$ cat src/rtl/mod_updown_counter_if.sv
// Control and status bundle for mod_updown_counter; master drives the
// controls, slave (the counter) drives count and status flags.
interface mod_updown_counter_if #(
  parameter int WIDTH = 6
);
  logic             clear;
  logic             enable;
  logic             forward;
  logic             tick;
  logic             load;
  logic [WIDTH-1:0] load_value;
  logic [WIDTH-1:0] out;
  logic             carry;
  logic             finish;
  logic             at_zero;
  logic             at_max;

  modport master (
    output clear, enable, forward, tick, load, load_value,
    input  out, carry, finish, at_zero, at_max
  );

  modport slave (
    input  clear, enable, forward, tick, load, load_value,
    output out, carry, finish, at_zero, at_max
  );
endinterface

$ cat src/rtl/mod_updown_counter.sv
// Modulo-N up/down counter stepping once per tick rising edge; count and carry
// update on the edge that samples the tick edge; no backpressure.
module mod_updown_counter #(
  parameter int WIDTH   = 6,
  parameter int MODULUS = 60,
  parameter int WRAP    = 1
) (
  input  logic                 clk,
  input  logic                 reset,
  mod_updown_counter_if.slave  bus
);

  localparam logic [WIDTH-1:0] MAXV = WIDTH'(MODULUS - 1);

  logic             r_tick_q;
  logic [WIDTH-1:0] r_cnt;
  logic             r_carry;
  logic             r_finish;

  logic             w_step;
  logic [WIDTH-1:0] w_cnt_nxt;
  logic             w_carry_nxt;
  logic             w_finish_nxt;

  // tick_q tracks tick regardless of enable, so a tick already high when
  // enable rises is not mistaken for a fresh edge.
  assign w_step = bus.enable & bus.tick & ~r_tick_q;

  always_comb begin
    w_cnt_nxt    = r_cnt;
    w_carry_nxt  = 1'b0;
    w_finish_nxt = r_finish;
    if (bus.clear) begin
      w_cnt_nxt    = '0;
      w_finish_nxt = 1'b0;
    end else if (bus.enable && bus.load) begin
      w_cnt_nxt    = (bus.load_value > MAXV) ? MAXV : bus.load_value;
      w_finish_nxt = 1'b0;
    end else if (w_step) begin
      if (bus.forward) begin
        if (r_cnt != MAXV) begin
          w_cnt_nxt = r_cnt + WIDTH'(1);
        end else if (WRAP != 0) begin
          w_cnt_nxt   = '0;
          w_carry_nxt = 1'b1;
        end
      end else begin
        if (r_cnt != '0) begin
          w_cnt_nxt = r_cnt - WIDTH'(1);
        end else begin
          w_finish_nxt = 1'b1;
          if (WRAP != 0) begin
            w_cnt_nxt   = MAXV;
            w_carry_nxt = 1'b1;
          end
        end
      end
    end
  end

  always_ff @(posedge clk or negedge reset) begin
    if (!reset) begin
      r_tick_q <= 1'b0;
      r_cnt    <= '0;
      r_carry  <= 1'b0;
      r_finish <= 1'b0;
    end else begin
      r_tick_q <= bus.tick;
      r_cnt    <= w_cnt_nxt;
      r_carry  <= w_carry_nxt;
      r_finish <= w_finish_nxt;
    end
  end

  assign bus.out     = r_cnt;
  assign bus.carry   = r_carry;
  assign bus.finish  = r_finish;
  assign bus.at_zero = (r_cnt == '0);
  assign bus.at_max  = (r_cnt == MAXV);

endmodule
$ cat src/flat_wrapper.sv
// flat-port wrapper written by rule: the top's interface ports become plain ports
module mod_updown_counter_flat 
#(
  parameter int WIDTH   = 6,
  parameter int MODULUS = 60,
  parameter int WRAP    = 1
)
  (clk, reset, bus_clear, bus_enable, bus_forward, bus_tick, bus_load, bus_load_value, bus_out, bus_carry, bus_finish, bus_at_zero, bus_at_max);
  mod_updown_counter_if #(.WIDTH(WIDTH)) bus_i ();
  input  logic clk;
  input  logic reset;
  input wire logic [$bits(bus_i.clear)-1:0] bus_clear;
  input wire logic [$bits(bus_i.enable)-1:0] bus_enable;
  input wire logic [$bits(bus_i.forward)-1:0] bus_forward;
  input wire logic [$bits(bus_i.tick)-1:0] bus_tick;
  input wire logic [$bits(bus_i.load)-1:0] bus_load;
  input wire logic [$bits(bus_i.load_value)-1:0] bus_load_value;
  output wire logic [$bits(bus_i.out)-1:0] bus_out;
  output wire logic [$bits(bus_i.carry)-1:0] bus_carry;
  output wire logic [$bits(bus_i.finish)-1:0] bus_finish;
  output wire logic [$bits(bus_i.at_zero)-1:0] bus_at_zero;
  output wire logic [$bits(bus_i.at_max)-1:0] bus_at_max;
  assign bus_i.clear = bus_clear;
  assign bus_i.enable = bus_enable;
  assign bus_i.forward = bus_forward;
  assign bus_i.tick = bus_tick;
  assign bus_i.load = bus_load;
  assign bus_i.load_value = bus_load_value;
  assign bus_out = bus_i.out;
  assign bus_carry = bus_i.carry;
  assign bus_finish = bus_i.finish;
  assign bus_at_zero = bus_i.at_zero;
  assign bus_at_max = bus_i.at_max;
  mod_updown_counter #(.WIDTH(WIDTH), .MODULUS(MODULUS), .WRAP(WRAP)) u_core (.clk(clk), .reset(reset), .bus(bus_i));
endmodule
$ cat config.mk
export PLATFORM = sky130hd
export DESIGN_NAME = mod_updown_counter_flat
export DESIGN_NICKNAME = d
export VERILOG_FILES = /design/src/rtl/mod_updown_counter_if.sv /design/src/rtl/mod_updown_counter.sv /design/src/flat_wrapper.sv
export SDC_FILE = /design/constraint.sdc
export NUM_CORES = 1
export LEC_CHECK = 0
export BUFFER_PORTS_ARGS = -buffer_cell sky130_fd_sc_hd__buf_2
export CAP_MARGIN = 25
export CORE_UTILIZATION = 45
export DETAILED_ROUTE_END_ITERATION = 8
export GPL_TIMING_DRIVEN = 1
export PLACE_DENSITY = 0.74
export SETUP_SLACK_MARGIN = 0.1
export SYNTH_ARGS = -nofsm -noshare
export SYNTH_HDL_FRONTEND = slang
export SYNTH_SLANG_ARGS = --single-unit
$ cat constraint.sdc
create_clock -name clk -period 1.6 [get_ports clk]
set_input_delay 0.08 -clock clk [delete_from_list [all_inputs] [get_ports clk]]
set_output_delay 0.08 -clock clk [all_outputs]
set_load 0.03 [all_outputs]
Word level (Yosys, flattened, before mapping)
Index checks and enable logic that the tools add are counted.

Add/sub/neg operators: 2. $lt $le $gt $ge: 1. Equality and inequality tests: 4. Mux-type cells: 18. Bitwise operators: 3. Reductions and logical operators: 5.

Operator list (number): two-way mux 6 bit (7); two-way mux 1 bit (11); adder 6 x 1 -> 6 bit, second input constant (1); equality test 6 bit, second input constant (1); greater-than comparator 6 bit, second input constant (1); logical NOT 6 bit (1); inequality test 3 x 2 -> 1 bit, second input constant (2); inequality test 6 bit, second input constant (1); nonzero test 6 bit (1); subtractor 6 x 1 -> 6 bit, second input constant (1); AND reduction 3 bit (1); nonzero test 3 bit (1); AND 1 bit (2); logical AND 1 bit (1); inverter 1 bit (1).

Register bits after elaboration: 9. Logic and storage cells: 37.

Depth between registers and ports, before layout
Depth after elaboration: 6. Gate-level depth with buffers: 8. Mapped depth without buffers: 8.

Least setup slack after synthesis
OpenSTA, ideal clock, no wires.

Path kind: reg2reg. Start: register u_core.r_cnt[0] (netlist: u_core.bus.out[0]). End: register u_core.r_cnt[1] (netlist: u_core.bus.out[1]). Setup time: 136 ps. Arrival: 2090 ps. Required time: 1464 ps. Setup slack: -627 ps. Stages on the path, launching flop included: 7. Period minus slack after synthesis: 2227 ps. Path through: dfrtp_1 ha_1 nand2_1 nor3_1 o21ai_0 o211ai_1 a21oi_1.

Word-level cells in the longest chain between the ends: 6. Elaborated cells on any way between the ends: 10.

RTL lines: from (decl) (RTL line mod_updown_counter.sv:16) `logic [WIDTH-1:0] r_cnt;`; from (signal assigned) (RTL line mod_updown_counter.sv:69) `r_cnt <= w_cnt_nxt;`; subtractor 6 x 1 -> 6 bit, or another cell as far along (RTL line mod_updown_counter.sv:49) `w_cnt_nxt = r_cnt - WIDTH'(1);`; two-way mux 6 bit (on tied branches) (RTL line mod_updown_counter.sv:48, mod_updown_counter.sv:41); two-way mux 6 bit * (RTL line mod_updown_counter.sv:40) `if (bus.forward) begin`; two-way mux 6 bit * (RTL line mod_updown_counter.sv:39) `end else if (w_step) begin`; two-way mux 6 bit * (RTL line mod_updown_counter.sv:36) `end else if (bus.enable && bus.load) begin`; two-way mux 6 bit * (RTL line mod_updown_counter.sv:33) `if (bus.clear) begin`.

Every way passes the cells marked *; elsewhere a longest branch is shown, timed or not. The select of a mux whose other input is x is not followed. A chain may end at the register's enable or synchronous reset.

Worst setup path in the final report
Start: register u_core.r_cnt[1] (netlist: u_core.bus.out[1]). End: output port bus_at_max.

Word-level cells in the longest chain between the ends: 1.

RTL lines: equality test 6 bit (RTL line mod_updown_counter.sv:79) `assign bus.at_max = (r_cnt == MAXV);`; to (decl) (RTL line flat_wrapper.sv:22) `output wire logic [$bits(bus_i.at_max)-1:0] bus_at_max;`.

No other way between the ends.

==> summary.md <==
| Metric | Value |
|---|---|
| Routed metal-1 wirelength | `1010 um` |
| Worst min-delay path class | `in -> reg` |
| Distinct cell type count after synthesis | `40` |
| CP startpoint kind | `register` |
| Max Used Layer | `met4` |
| Area overhead of the layout relative to synthesis | `45.8%` |
| Effective utilization at floorplan | `0.505` |
| Wirelength per Cell | `17.0 um` |
| Final WL | `2680 um` |
| Worst rel slew slack | `0.784` |
| Root Buffer | `clkbuf_4` |
| Actual transition at the worst max-transition pin | `0.320 ns` |
| DIE WIDTH | `44.1 um` |
| Area enclosed by the die boundary | `1940 um2` |
| Max Clock Skew | `0.00353 ns` |
| Fin. max-slew vios | `0` |
| Type of the setup path with the least slack | `reg -> out` |
| Number of diodes added for antenna fixing | `0` |
| Site row count | `14` |
| Wire length of the first global-routing pass | `3760 um` |
| Vias in the first global route | `874` |
| Share of final-layout standard cells stronger than drive strength 1 | `0.461` |
| Number of instances in the synthesized netlist | `105` |
| Logic gate share of total power | `0.438` |
| Bufs on Longest Clock Path | `2` |
| Period Utilization, post-route | `1.01` |
| Most frequent standard cell in the layout excluding fill and tap cells | `buf_2` |
| Total number of nets in the final design | `158` |
| Required time worst endpoint | `1.52 ns` |
| Number of detailed-route iterations in the first pass | `4` |
| Violation count after the first detailed-route iteration | `43` |
| Netlist area before placement | `796 um2` |
| Number of synthesized flops with an enable pin | `0` |
| Chip height | `44.1 um` |
| Arrival time reported for the critical path endpoint | `1.54 ns` |
| Remaining antenna violation count after routing | `0` |
| Cell total after placement | `148` |
| Type of destination of the critical path | `output pin` |
| Proportion of power drawn by flip-flops and latches | `0.340` |
| Shortest period the worst path allows | `1.62 ns` |
| Count of input and output buffers | `22` |
| Number of synthesized register bits | `9` |
| Standby leakage power | `0.505 nW` |
| Status | `finished, violations left` |
| Violations in the final reports | `negative setup slack` |
| Initial antenna violation count | `0` |
| Max Freq | `619 MHz` |
| Portion of total power attributed to the clock network | `0.222` |
| Switching power of the nets | `321 uW` |
| Largest net degree at the start of global routing | `13` |
| Count of unresolved DRC violations after routing | `0` |
| Setup slack after layout | `-0.0154 ns` |
| Routed length on met2 | `1390 um` |
| Congestion Overflow GR | `0` |
| Hold Vio Cnt, Final | `0` |
| Final setup violation count | `2` |
| Count of non-filler cells in the finished layout | `157` |
| Clock tree from TritonCTS | `done` |
| DPL Wire Length | `1860 um` |
| Highest-count cells in the layout ignoring fill and taps | `20 x buf_2, 14 x buf_4, 12 x nor2_1` |
| Proportion of synthesized chip area in sequential cells | `0.283` |
| Total number of yosys warnings | `0` |
| Unrepaired setup endpoints after global routing | `yes` |
| H-tree lvl count | `1` |
| Internal Pwr Total | `497 uW` |
| Worst hold slack across all endpoints | `0.115 ns` |
| Clk sink count | `9` |
| Routed met3 length | `175 um` |
| Latest clock arrival within the worst-skew pair | `0.27 ns` |
| Largest driver fanout on the critical path | `5` |
| Global-route usage over all layers | `0.273` |
| Num ports | `23` |
| Fill count | `120` |
| Switching portion of total power | `0.393` |
| TritonCTS buffer count | `3` |
| Number of maximum-capacitance constraint violations | `0` |
| Average cell area after synthesis | `7.58 um2` |
| Worst-case setup slack after placement | `0.00166 ns` |
| Average vias per placed instance | `6.38` |
| Power per cell area | `705 nW/um2` |
| Via count | `1,001` |
| Synth Flop Type | `dfrtp_1` |
| Final GP Congestion | `0.922` |
| Clock-pin slew on the worst setup and hold paths | `0.06 ns` |
| Worst-case vdd ir drop | `0.486 mV` |
| Async SR Flop Fraction | `1.00` |
| Mapped Nets | `121` |
| Core Area | `1580 um2` |
## area by class of cell
type	instances	area, um2	area share
Clock buffer	4	26.3	0.0227
Inverter	6	30.0	0.0259
Multi-Input combinational cell	83	593	0.511
Sequential cell	9	231	0.200
Tap cell	16	20.0	0.0173
Timing Repair Buffer	39	259	0.223
## repair_timing
| action | 4_1_cts | 5_1_grt |
|---|---|---|
| endpoints found under the hold margin | 10 | 0 |
| pin swaps | 2 | 8 |
| setup endpoints to repair | 7 | 8 |
| setup buffers | 2 | 1 |
| resized for setup | 4 | 17 |
| hold buffers | 2 | 0 |
## routing by layer
layer / GRT usage / up-vias
met5: 0 / -
met4: 0.176 / 0
met3: 0.0531 / 10
met2: 0.459 / 57
met1: 0.315 / 478
li1: - / 456
## stage by stage
| stage | power, mW | utilization | cell area, um2 | setup TNS (ns) |
|---|---|---|---|---|
| after floorplan | 0.482 | - | 840 | -0.240 |
| after global placement | 0.580 | 0.644 | 1010 | 0 |
| after detailed placement | 0.586 | 0.644 | 1010 | 0 |
| after CTS | 0.784 | 0.688 | 1080 | 0 |
| after global routing | 0.859 | 0.736 | 1160 | -0.129 |
| final | 0.818 | 0.736 | 1160 | -0.0292 |
## worst paths after layout
kind / startpoint / end / slack (ns) / depth (start not counted)
min in group asynchronous: reset / u_core.r_tick_q$_DFF_PN0_ / 0.19 / 2
worst max-delay path: u_core.bus.out[1]$_DFFE_PN0P_ / bus_at_max / -0.02 / 5
max in group asynchronous: reset / u_core.bus.out[3]$_DFFE_PN0P_ / 1.20 / 2
worst max register to register: u_core.bus.out[1]$_DFFE_PN0P_ / u_core.bus.out[0]$_DFFE_PN0P_ / -0.01 / 8
worst min register to register: u_core.bus.out[4]$_DFFE_PN0P_ / u_core.bus.out[4]$_DFFE_PN0P_ / 0.61 / 2
worst min-delay path: bus_load_value[0] / u_core.bus.out[0]$_DFFE_PN0P_ / 0.11 / 3
## worst max-delay path, stage by stage, from the launching register on
cell and delay, ns:
dfrtp_2 0.42, ha_2 0.21, buf_4 0.13, nand2_2 0.07, nor3_4 0.26, buf_6 0.17
## power groups by stage
stage	combinational (mW)	sequential (mW)	clock, mW
after floorplan	0.188	0.294	0
after global placement	0.302	0.278	0
after detailed placement	0.307	0.279	0
after CTS	0.324	0.275	0.185
after global routing	0.385	0.280	0.194
final	0.358	0.278	0.182
## Yosys cell counts (2+ instances only)
cell type	number	share of area
a211oi_1	2	0.019
a21oi_1	4	0.025
a41oi_1	2	0.022
buf_2	3	0.019
buf_4	2	0.019
dfrtp_1	9	0.28
ha_1	3	0.047
inv_1	5	0.024
nand2_1	12	0.057
nand3_1	5	0.031
nor2_1	12	0.057
nor2b_1	2	0.016
nor3_1	5	0.031
nor4_1	4	0.031
o21a_1	2	0.019
o21ai_0	7	0.044
o21ai_1	2	0.013
o22ai_1	2	0.016
## sequential cells by signal, indices dropped and copies added, names as in the netlist
signal             count
u_core.bus.out         6
u_core.bus.carry       1
u_core.bus.finish      1
u_core.r_tick_q        1
## logic make-up (layout without fill, tap and decap cells)
logic type               after synthesis  after routing  share of synthesized area
AO/OA/AOI/OAI                         31             31                      0.263
XOR/XNOR                               1              1                     0.0110
adder cells (fa/ha/maj)                3              3                     0.0472
buffers and inverters                 13             49                     0.0849
flip-flops                             9              9                      0.283
multiplexers                           1              1                     0.0126
AND/OR/NAND/NOR                       47             47                      0.299
No activity file was read; power rests on OpenSTA's default activity.
